File: config.mk
export PLATFORM = sky130hd
export DESIGN_NAME = instr_fetch_issue
export DESIGN_NICKNAME = d
export VERILOG_FILES = /design/src/rtl/instr_fetch_issue.sv
export SDC_FILE = /design/constraint.sdc
export NUM_CORES = 1
export LEC_CHECK = 0
export ABC_AREA = 1
export CORE_ASPECT_RATIO = 0.6
export CORE_MARGIN = 2
export CORE_UTILIZATION = 30
export CTS_BUF_LIST = sky130_fd_sc_hd__clkbuf_4
export CTS_CLUSTER_DIAMETER = 60
export DETAILED_ROUTE_END_ITERATION = 12
export HOLD_SLACK_MARGIN = 0.1
export REMOVE_ABC_BUFFERS = 1
export SLEW_MARGIN = 20
export SYNTH_ARGS = -nofsm -noshare
export SYNTH_HDL_FRONTEND = slang
export SYNTH_SLANG_ARGS = --single-unit
export TNS_END_PERCENT = 50
File: constraint.sdc
create_clock -name clk -period 3.3 [get_ports clk]
set_input_delay 0.66 -clock clk [delete_from_list [all_inputs] [get_ports clk]]
set_output_delay 0.66 -clock clk [all_outputs]
set_load 0.03 [all_outputs]
File: src/rtl/instr_fetch_issue.sv
// Instruction fetch/issue front end: fetches 8-bit words from instruction memory,
// issues opcode and operand fields to the decoder, and redirects the PC on a taken branch.
module instr_fetch_issue #(
   parameter int PC_W    = 6,
   parameter int TIMEOUT = 15,
   parameter int CNT_W   = 16
) (
   input  logic             clk,
   input  logic             rst_n,
   input  logic             run,
   input  logic             stop,
   output logic             imem_req,
   output logic [PC_W-1:0]  imem_addr,
   input  logic             imem_ack,
   input  logic [7:0]       imem_rdata,
   output logic             op_valid,
   input  logic             op_ready,
   output logic [1:0]       op,
   output logic [1:0]       rs,
   output logic [1:0]       rt,
   output logic [1:0]       rd,
   input  logic             branch,
   output logic [PC_W-1:0]  pc,
   output logic [CNT_W-1:0] issued_cnt,
   output logic             busy,
   output logic             err
);

   localparam logic [1:0] IDLE  = 2'd0;
   localparam logic [1:0] FETCH = 2'd1;
   localparam logic [1:0] ISSUE = 2'd2;

   // The watchdog counts completed no-ack cycles, so the request stays up for exactly TIMEOUT cycles.
   localparam logic [7:0] WD_LAST = 8'(TIMEOUT - 1);

   logic [1:0]      state;
   logic [7:0]      ir;
   logic [7:0]      watchdog;
   logic [PC_W-1:0] jump_target;

   assign jump_target = PC_W'(ir[5:0]);

   always_ff @(posedge clk or negedge rst_n) begin
      if (!rst_n) begin
         state      <= IDLE;
         pc         <= '0;
         ir         <= '0;
         issued_cnt <= '0;
         watchdog   <= '0;
         err        <= 1'b0;
      end else begin
         case (state)
            IDLE: begin
               if (run) begin
                  err      <= 1'b0;
                  watchdog <= '0;
                  state    <= FETCH;
               end
            end
            FETCH: begin
               // An ack always wins over a timeout landing in the same cycle.
               if (imem_ack) begin
                  ir       <= imem_rdata;
                  pc       <= pc + PC_W'(1);
                  watchdog <= '0;
                  state    <= ISSUE;
               end else if (watchdog == WD_LAST) begin
                  err      <= 1'b1;
                  watchdog <= '0;
                  state    <= IDLE;
               end else begin
                  watchdog <= watchdog + 8'd1;
               end
            end
            ISSUE: begin
               if (op_ready) begin
                  issued_cnt <= issued_cnt + CNT_W'(1);
                  if (branch) begin
                     pc <= jump_target;
                  end
                  state <= stop ? IDLE : FETCH;
               end
            end
            default: state <= IDLE;
         endcase
      end
   end

   assign imem_req  = (state == FETCH);
   assign imem_addr = pc;
   assign op_valid  = (state == ISSUE);
   assign busy      = (state != IDLE);
   assign op        = ir[7:6];
   assign rs        = ir[5:4];
   assign rt        = ir[3:2];
   assign rd        = ir[1:0];

endmodule

* Word-level counts from Yosys, hierarchy flattened *
Index checks and enable logic that the tools add are counted.
Widths: inputs -> output; s select.

operators by class
  reductions and logical operators = 10
  $add $sub $neg = 3
  equality and inequality tests = 10
  muxes and demuxes = 18

operators by type and width
  kind                   number
  $mux 8                 3
  $mux 6                 3
  $add 16x1->16 const B  1
  $pmux 8 s2             1
  $pmux 6 s2             1
  $add 8x1->8 const B    1
  $eq 8x4->1 const B     1
  $mux 2                 4
  $ne 2x1->1 const B     4
  $reduce_and 4->1       2
  $add 6x1->6 const B    1
  $pmux 2 s3             1
  $reduce_and 2->1       3
  $reduce_bool 2->1      3
  $mux 1                 4
  $ne 2x2->1 const B     2
  $ne 3x1->1 const B     1
  $reduce_and 3->1       1
  $eq 2x1->1 const B     1
  $eq 2x2->1 const B     1
  $logic_not 2->1        1
  $pmux 1 s2             1

word-level totals
  output and inout port bits = 40
  flip-flop bits (word level) = 41
  input port bits = 15
  word-level logic and storage cells = 47

* Logic depth before layout (Yosys ltp) *
Gate-level depths: netlist (run 1).

  depth after elaboration = 4
  mapped depth = 8
  gate-level depth less buffers = 8

* Worst setup path before layout (run 1) *
OpenSTA, ideal clock, no wires.

  path kind = input to register
  from = in run
  to = reg watchdog[4]
  setup slack = 1.715 ns
  library setup time = 0.126 ns
  data arrival time = 1.460 ns
  stages = 5
  path buffers = 0
  data required time = 3.174 ns
  cell sequence = o21ai_0 -> inv_1 -> nand2_1 -> xor2_1 -> nor2_1

between the ends
  word-level cells in the longest chain between the ends = 2

ends and longest elaborated chain
  what                        line  text
  from (decl)                 10    input logic run,
  $ne 2x2->1 (no line)        --
  $reduce_and 2->1 (no line)  --
  to (signal assigned)        72    watchdog <= watchdog + 8'd1;
  to (decl)                   38    logic [7:0] watchdog;

Every way passes these cells.
A chain may end at the register's enable or synchronous reset.

* Worst setup path after layout (run 1) *
  from = reg state[0]
  to = out imem_req

between the ends
  word-level cells in the longest chain between the ends = 1

ends and longest elaborated chain
  what                    line  text
  from (decl)             36    logic [1:0] state;
  from (signal assigned)  81    state <= stop ? IDLE : FETCH;
  $eq 2x1->1              89    assign imem_req = (state == FETCH);
  to (decl)               12    output logic imem_req,

Every way passes these cells.

==> results of run 1 <==
==> Yosys cell counts, drive strengths merged <==
library cell	count
nor2	37
o211ai	1
dfrtp	41
inv	35
nor3	2
a21oi	4
nand2	94
mux2	4
ha	4
nand4	7
or2	1
o21ai	15
buf	7
xor2	7
nand3	21
xnor2	5
==> placed cells by master, fill, tap and decap left out, drive strengths merged <==
cell,n
nand3,21
inv,35
o21ai,15
buf,2
clkinv,3
xnor2,5
nor2,37
xor2,7
nand2,94
nand4,7
clkdlybuf4s50,53
clkbuf,5
mux2,4
nor3,2
o211ai,1
or2,1
ha,4
a21oi,4
dfrtp,41
==> worst paths after layout <==
| check | from | endpoint | slack, ns | cells after the start |
|---|---|---|---|---|
| max | state[0]$_DFFE_PN0P_ | imem_req | 0.82 | 3 |
| min | rst_n | watchdog[5]$_DFFE_PN0P_ | 0.43 | 1 |
| min in group clk | err$_DFFE_PN0P_ | err$_DFFE_PN0P_ | 0.49 | 2 |
| min reg2reg | err$_DFFE_PN0P_ | err$_DFFE_PN0P_ | 0.49 | 2 |
| max reg2reg | state[0]$_DFFE_PN0P_ | imem_addr[1]$_DFFE_PN0P_ | 1.70 | 8 |
| max in group asynchronous | rst_n | issued_cnt[6]$_DFFE_PN0P_ | 2.28 | 1 |
==> logic make-up (layout without fill, tap and decap cells) <==
logic type / count (synthesis) / after routing / synth area share
AND/OR/NAND/NOR: 162 / 162 / 0.325
multiplexers: 4 / 4 / 0.0201
flip-flops: 41 / 41 / 0.458
AO/OA/AOI/OAI: 20 / 20 / 0.0458
adder cells (fa/ha/maj): 4 / 4 / 0.0224
buffers and inverters: 42 / 98 / 0.0810
XOR/XNOR: 12 / 12 / 0.0470
==> metal layers <==
layer	up-vias	global-route usage	part of all wire
li1	997	-	-
met1	877	0.199	0.52
met2	51	0.192	0.40
met3	5	0.0334	0.065
met4	0	0.0442	0.012
met5	-	0	0
==> worst max-delay path: cells and delay by family, from the launching register on <==
kind	cells	cell delay [ns]
simple gates	1	0.17
flops	1	0.50
buf+inv	2	0.80
==> report_power, final <==
| group | switching [mW] | internal [mW] | total [mW] |
|---|---|---|---|
| Clock | 0.169 | 0.0774 | 0.247 |
| Combinational | 0.694 | 0.453 | 1.15 |
| Sequential | 0.165 | 0.634 | 0.799 |
==> area by class of cell <==
class / instances / area share
multi-input cells: 202 / 0.354
inverters: 35 / 0.0451
clock inverters: 3 / 0.00430
repair buffers: 55 / 0.187
clock buffers: 5 / 0.0129
flip-flops and latches: 41 / 0.352
well taps: 104 / 0.0447
==> per-stage QoR <==
stage	hold WS (ns)	utilization	cells
floorplan	0.364	-	278
global placement	0.458	0.395	437
detailed placement	0.462	0.395	437
CTS	0.462	0.402	445
global route	0.498	0.402	445
finish	0.428	0.402	445
==> state kept, by name, summed over array words and instances, names as in the netlist <==
signal / cells
issued_cnt: 16
ir: 8
err: 1
state: 2
watchdog: 8
imem_addr: 6
==> flow_metrics.tcl, run 1 <==
set metrics [dict create \
    status "completed" \
    clock_sinks 41 \
    drv_slew 0 \
    cts_resized 0 \
    peakVddDrop_v 0.000272 \
    placed_area_sq_um 2860 \
    synth_area_leaders "dfrtp_1 (46%), nand2_1 (15%), inv_1 (5.4%)" \
    dr.pass1.iters 4 \
    final_antenna_net_count 0 \
    initial_core_util 0.309 \
    synth_cell_types 24 \
    path_clk_slew_ns 0.13 \
    syn_area_sq_um 2240 \
    finalCritPeriodShare 0.752 \
    post_cts_buffers 0 \
    yosysSeqAreaShare 0.458 \
    cp-start-kind "flop" \
    drcViolationCount 0 \
    yosys_warnings 0 \
    criticalPathCategory "flop to primary output" \
    rsz0062_at_grt "no" \
    slowest_delay_ns 0.70 \
    num_vias 1930 \
    first_global_vias 1803 \
    drt_iter0_drc 69 \
    layout.nets 359 \
    cts_root_buf "clkbuf_4" \
    syn_inst 285 \
    num_rows 24 \
    die_y_um 70.9 \
    routedWlPerCell_um 11.7 \
    worstPathMaxFanout 7 \
    drive_gt1_frac 0.0821 \
    grt_pass1_wl_um 8630 \
    numPortBuffers 54 \
    power_density_nw_per_um2 753 \
    hold_viol 0 \
    nFillCells 760 \
    cts_tree "yes" \
    setup_slack_ns 0.817 \
    place.gp.congestion 0.809 \
    yosys.area.top_type_share 0.458 \
    cts_max_path_buffers 2 \
    power_mw 2.19 \
    overflow 0 \
    cp.arrival_ns 1.82 \
    seq_area_sq_um 1030 \
    p_leak_nw 1.36 \
    yosysTopAreaCell "dfrtp_1" \
    skew_ns 0.0159 \
    antenna_cells 0 \
    cp_slowest_cell "clkdlybuf4s50_1" \
    pin_count 55 \
    period_needed_ns 2.48 \
    cp.required_ns 2.64 \
    die_w_um 116 \
    worst_pin_slew_ns 0.937 \
    drv_cap 0 \
    via_per_inst 4.34 \
    cts_hold_buf 0 \
    cp-end-kind "primary output" \
    path_cells "inv_2 > nor2_4 > clkdlybuf4s50_1" \
    setup_viol 0 \
    grt_max_degree 42 \
    cts_buffers 5 \
    tns_ns 0 \
    place.detailed.hpwl_um 3940 \
    core-area_sq_um 7240 \
    synth-seq-cells 41 \
    area_delta_synth_final_pct 30.1 \
    max_freq_mhz 403 \
    groute.usage.overall 0.135 \
    fin_area_sq_um 2910 \
    h-tree-depth 2 \
    insertion_delay_ns 0.35 \
    post-place-ws_ns 1.17 \
    hold_path.class "input pin to asynchronous set/reset pin" \
    antenna_found_initial 0 \
    maxSlewHeadroom 0.375 \
    die-area_sq_um 8190 \
    multiInputGateArea_sq_um 1030 \
    postSynthAreaPerCell_sq_um 7.85 \
    wl_um 5190 \
]
No activity file was read; power rests on OpenSTA's default activity.
==> run 2, diff against run 1 <==
clock period = 2.4 ns   (was 3.3 ns; I/O delays follow)
==> run 2 against run 1 <==
Against the previous run:
- sequential power is 36% higher
- largest cell class unchanged
- die area unchanged
- design area increased by 1.0%
- sequential share of layout area is 0.36 points lower
==> flow_metrics.tcl, run 2 (same netlist as run 1, synthesis figures left out) <==
set metrics [dict create \
    groute.usage.overall 0.133 \
    numPortBuffers 54 \
    cp.arrival_ns 1.83 \
    cts_root_buf "clkbuf_4" \
    cts_tree "yes" \
    finalCritPeriodShare 0.962 \
    tns_ns 0 \
    status "completed" \
    cp.required_ns 1.92 \
    cts_max_path_buffers 2 \
    slowest_delay_ns 0.70 \
    num_vias 1956 \
    rsz0062_at_grt "no" \
    drv_slew 0 \
    core-area_sq_um 7240 \
    worstPathMaxFanout 7 \
    place.detailed.hpwl_um 3910 \
    power_density_nw_per_um2 1020 \
    worst_pin_slew_ns 0.341 \
    seq_area_sq_um 1030 \
    die_y_um 70.9 \
    mostFrequentLayoutCells "nand2_1 (89), clkdlybuf4s50_1 (53), dfrtp_1 (41), inv_1 (32), nor2_1 (31)" \
    pin_count 55 \
    maxSlewHeadroom 0.772 \
    r2r-end "imem_addr[1]$_DFFE_PN0P_" \
    hold_viol 0 \
    num_rows 24 \
    h-tree-depth 2 \
    criticalPathCategory "flop to primary output" \
    max_freq_mhz 433 \
    drcViolationCount 0 \
    dr.pass1.iters 4 \
    setup_viol 0 \
    worstHoldStart "err$_DFFE_PN0P_" \
    insertion_delay_ns 0.34 \
    fin_util 0.406 \
    drv_cap 0 \
    peakVddDrop_v 0.000283 \
    cts_resized 0 \
    layout.nets 361 \
    path_cells "inv_2 > nor2_4 > clkdlybuf4s50_1" \
    hold_path.class "flop to flop" \
    path_clk_slew_ns 0.12 \
    rr_worst_depth 8 \
    routedWlPerCell_um 11.5 \
    antenna_cells 0 \
    whs_endpoint "err$_DFFE_PN0P_" \
    reg_top3 "issued_cnt x16, ir x8, watchdog x8" \
    place.gp.congestion 0.817 \
    cp-end-kind "primary output" \
    nFillCells 747 \
    drt_iter0_drc 50 \
    top_register "issued_cnt" \
    overflow 0 \
    p_leak_nw 1.38 \
    rrSetupSlack_ns 0.77 \
    reg2reg_from "state[0]$_DFFE_PN0P_" \
    antenna_found_initial 0 \
    cts_buffers 5 \
    critical-path-top-delay-family "buffers and inverters" \
    period_needed_ns 2.31 \
    worst-path-buf-inv 2 \
    final_common_cell "nand2_1" \
    multiInputGateArea_sq_um 1030 \
    die-area_sq_um 8190 \
    cp-start-kind "flop" \
    clock_sinks 41 \
    cp_slowest_cell "clkdlybuf4s50_1" \
    first_global_vias 1808 \
    grt_max_degree 42 \
    die_w_um 116 \
    largest_reg_flops 16 \
    skew_ns 0.00659 \
    grt_pass1_wl_um 8550 \
    initial_core_util 0.309 \
    final_antenna_net_count 0 \
    hold_depth 2 \
    via_per_inst 4.38 \
    wl_um 5140 \
    drive_gt1_frac 0.0845 \
    area_delta_synth_final_pct 31.4 \
]
-- run 2: what timing repair did --
action / CTS / global route
endpoints found under the hold margin: 41 / 0
hold buffers: 1 / 0
setup buffers: 0 / 0
endpoints found under the setup margin: 0 / 0
-- run 2: worst max-delay path by stage --
| stage | start | to | cells after the start |
|---|---|---|---|
| floorplan | imem_addr[0]$_DFFE_PN0P_ | imem_addr[2]$_DFFE_PN0P_ | 6 |
| global placement | op_ready | issued_cnt[7]$_DFFE_PN0P_ | 7 |
| detailed placement | op_ready | issued_cnt[7]$_DFFE_PN0P_ | 7 |
| CTS | state[0]$_DFFE_PN0P_ | imem_req | 3 |
| global route | state[0]$_DFFE_PN0P_ | imem_req | 3 |
| finish | state[0]$_DFFE_PN0P_ | imem_req | 3 |
-- run 2: layout make-up --
cell class,instances,share of cell area
Clock inverter,3,0.00425
Clock buffer,5,0.0128
Sequential cell,41,0.349
Inverter,35,0.0447
Multi-Input combinational cell,202,0.350
Tap cell,104,0.0442
Timing Repair Buffer,57,0.195
-- run 2: worst reg2reg max path, cell delays in order (launching register included) --
cell and delay [ns]:
dfrtp_1 0.50, inv_2 0.10, nor2_4 0.18, nand2_2 0.24, nand2_1 0.14, nand2_2 0.13
inv_2 0.12, o211ai_1 0.09, nand2_1 0.07
-- run 2: per-layer routing --
| layer | vias to the layer above | part of all wire | wire (um) | global-route usage |
|---|---|---|---|---|
| met5 | - | 0 | 0 | 0 |
| met1 | 900 | 0.53 | 2700 | 0.193 |
| li1 | 1007 | - | - | - |
| met2 | 45 | 0.40 | 2060 | 0.189 |
| met3 | 4 | 0.064 | 329 | 0.0403 |
| met4 | 0 | 0.0095 | 49 | 0.0402 |
-- run 2: power breakdown --
| part | total [mW] | internal, mW | leakage, nW | switching [mW] |
|---|---|---|---|---|
| clock | 0.335 | 0.106 | 0.0300 | 0.228 |
| sequential | 1.09 | 0.872 | 0.532 | 0.217 |
| combinational | 1.59 | 0.626 | 0.814 | 0.959 |
-- run 2: metrics by stage --
| step | instance area, sq um | cells | setup slack, ns | hold slack [ns] | power [mW] |
|---|---|---|---|---|---|
| after floorplan | 2190 | 278 | 0.860 | 0.184 | 2.03 |
| after global placement | 2880 | 438 | 0.481 | 0.459 | 2.68 |
| after detailed placement | 2880 | 438 | 0.446 | 0.471 | 2.70 |
| after CTS | 2940 | 447 | 0.0670 | 0.501 | 3.05 |
| after global routing | 2940 | 447 | 0.0124 | 0.541 | 3.24 |
| final | 2940 | 447 | 0.0918 | 0.494 | 3.01 |
==> run 3, diff against run 2 <==
CORE_ASPECT_RATIO = 1.75   (was 0.6)
GPL_TIMING_DRIVEN = 1   (was unset)
==> run 3 against run 2 <==
Against the previous run:
- hold slack got worse by 0.32 ns
- clock power increased by 3%
- critical endpoint is now busy
- worst setup slack better by 0.14 ns
- routed wire length is 8.6% higher
==> flow_metrics.tcl, run 3 (same netlist as run 1, synthesis figures left out) <==
set metrics [dict create \
    status "completed" \
    num_vias 1972 \
    post_cts_buffers 0 \
    reg_top3 "issued_cnt x16, ir x8, watchdog x8" \
    rrSetupSlack_ns 0.60 \
    rsz0062_at_grt "no" \
    p_int_mw 1.59 \
    wl_um 5590 \
    power_switching_mw 1.41 \
    routedWlPerCell_um 13.1 \
    final_common_cell "nand2_1" \
    initial_core_util 0.309 \
    reg2reg_from "state[0]$_DFFE_PN0P_" \
    cp.arrival_ns 1.68 \
    core-area_sq_um 7230 \
    antenna_found_initial 0 \
    via_per_inst 4.62 \
    finalCritPeriodShare 0.902 \
    cp-start-kind "flop" \
    setup_viol 0 \
    r2r-end "watchdog[3]$_DFFE_PN0P_" \
    area_delta_synth_final_pct 29.3 \
    cts_max_path_buffers 2 \
    cts_tree "yes" \
    grt_pass1_wl_um 9490 \
    mostFrequentLayoutCells "nand2_1 (89), clkdlybuf4s50_1 (51), dfrtp_1 (41), inv_1 (32), nor2_1 (31)" \
    drcViolationCount 0 \
    cts_root_buf "clkbuf_4" \
    rr_worst_depth 5 \
    pin_count 55 \
    post-place-ws_ns 0.223 \
    num_rows 41 \
    critPathLaunch "state[0]$_DFFE_PN0P_" \
    multiInputGateArea_sq_um 1030 \
    antenna_cells 0 \
    criticalPathCategory "flop to primary output" \
    drt_iter0_drc 72 \
    p_leak_nw 1.39 \
    max_freq_mhz 462 \
    drv_cap 0 \
    cts_buffers 5 \
    drive_gt1_frac 0.0821 \
    numPortBuffers 54 \
    cp-end-kind "primary output" \
    seq_area_sq_um 1030 \
    power_density_nw_per_um2 1040 \
    path_clk_slew_ns 0.13 \
    die_w_um 69.3 \
    hold_path.class "input pin to asynchronous set/reset pin" \
    setup_slack_ns 0.236 \
    die-area_sq_um 8200 \
    first_global_vias 1975 \
    groute.usage.overall 0.145 \
    largest_reg_flops 16 \
    place.detailed.hpwl_um 4280 \
    skew_ns 0.0113 \
    layout.nets 359 \
    dr.pass1.iters 4 \
    peakVddDrop_v 0.000362 \
    tns_ns 0 \
    period_needed_ns 2.16 \
    nFillCells 770 \
    h-tree-depth 2 \
    hold_viol 0 \
    pwr-share-clk 0.115 \
    worst_pin_slew_ns 0.692 \
    overflow 0 \
    place.gp.congestion 0.871 \
    die_y_um 118 \
    drv_slew 0 \
    worstPathMaxFanout 4 \
    cp.required_ns 1.92 \
    top_register "issued_cnt" \
    seq_power_share 0.361 \
    final_antenna_net_count 0 \
    clock_sinks 41 \
    switching_share 0.471 \
    maxSlewHeadroom 0.534 \
    combPwrFrac 0.523 \
    grt_max_degree 42 \
    insertion_delay_ns 0.36 \
    crit_path_end "busy" \
]
==> run 3: stage by stage <==
stage	cell area [sq um]	total power [mW]	cells	utilization	hold slack (ns)
6_report	2890	3.00	427	0.400	0.173
2_1_floorplan	2190	2.03	278	-	0.184
5_1_grt	2890	3.21	427	0.400	0.191
4_1_cts	2890	3.06	427	0.399	0.169
3_5_place_dp	2840	2.70	419	0.392	0.472
3_3_place_gp	2840	2.67	419	0.392	0.473
==> run 3: final cells by class <==
class                           instances  share of cell area
Multi-Input combinational cell        202               0.356
Timing Repair Buffer                   55               0.189
Sequential cell                        41               0.355
Clock buffer                            5              0.0130
Tap cell                               86              0.0372
Clock inverter                          3             0.00432
Inverter                               35              0.0454
==> run 3: worst max-delay path, cell delays in order (launching register included) <==
cell and delay (ns):
dfrtp_1 0.51, nor2_1 0.08, inv_1 0.07, clkdlybuf4s50_1 0.66
==> run 3: timing repair <==
action | 4_1_cts | 5_1_grt
resized for setup | 0 | 2
setup endpoints to repair | 0 | 2
hold buffers | 0 | 0
==> run 3: layer usage <==
metal,wire length [um],share of wire,GRT usage
met2,3140,0.56,0.273
met3,172,0.031,0.0273
met5,0,0,0
met4,131,0.023,0.0674
met1,2140,0.38,0.152
==> run 3: how the worst min path moves through the flow <==
stage	start	end	slack, ns
after floorplan	rst_n	err$_DFFE_PN0P_	0.18
after global placement	err$_DFFE_PN0P_	err$_DFFE_PN0P_	0.47
after detailed placement	err$_DFFE_PN0P_	err$_DFFE_PN0P_	0.47
after CTS	rst_n	watchdog[1]$_DFFE_PN0P_	0.17
after global routing	rst_n	watchdog[7]$_DFFE_PN0P_	0.19
final	rst_n	ir[5]$_DFFE_PN0P_	0.17
==> run 3: power groups by stage <==
stage	Combinational (mW)	Sequential, mW	Clock (mW)
floorplan	0.588	1.44	0
global placement	1.58	1.10	0
detailed placement	1.60	1.10	0
CTS	1.60	1.09	0.369
global route	1.71	1.12	0.387
finish	1.57	1.08	0.346
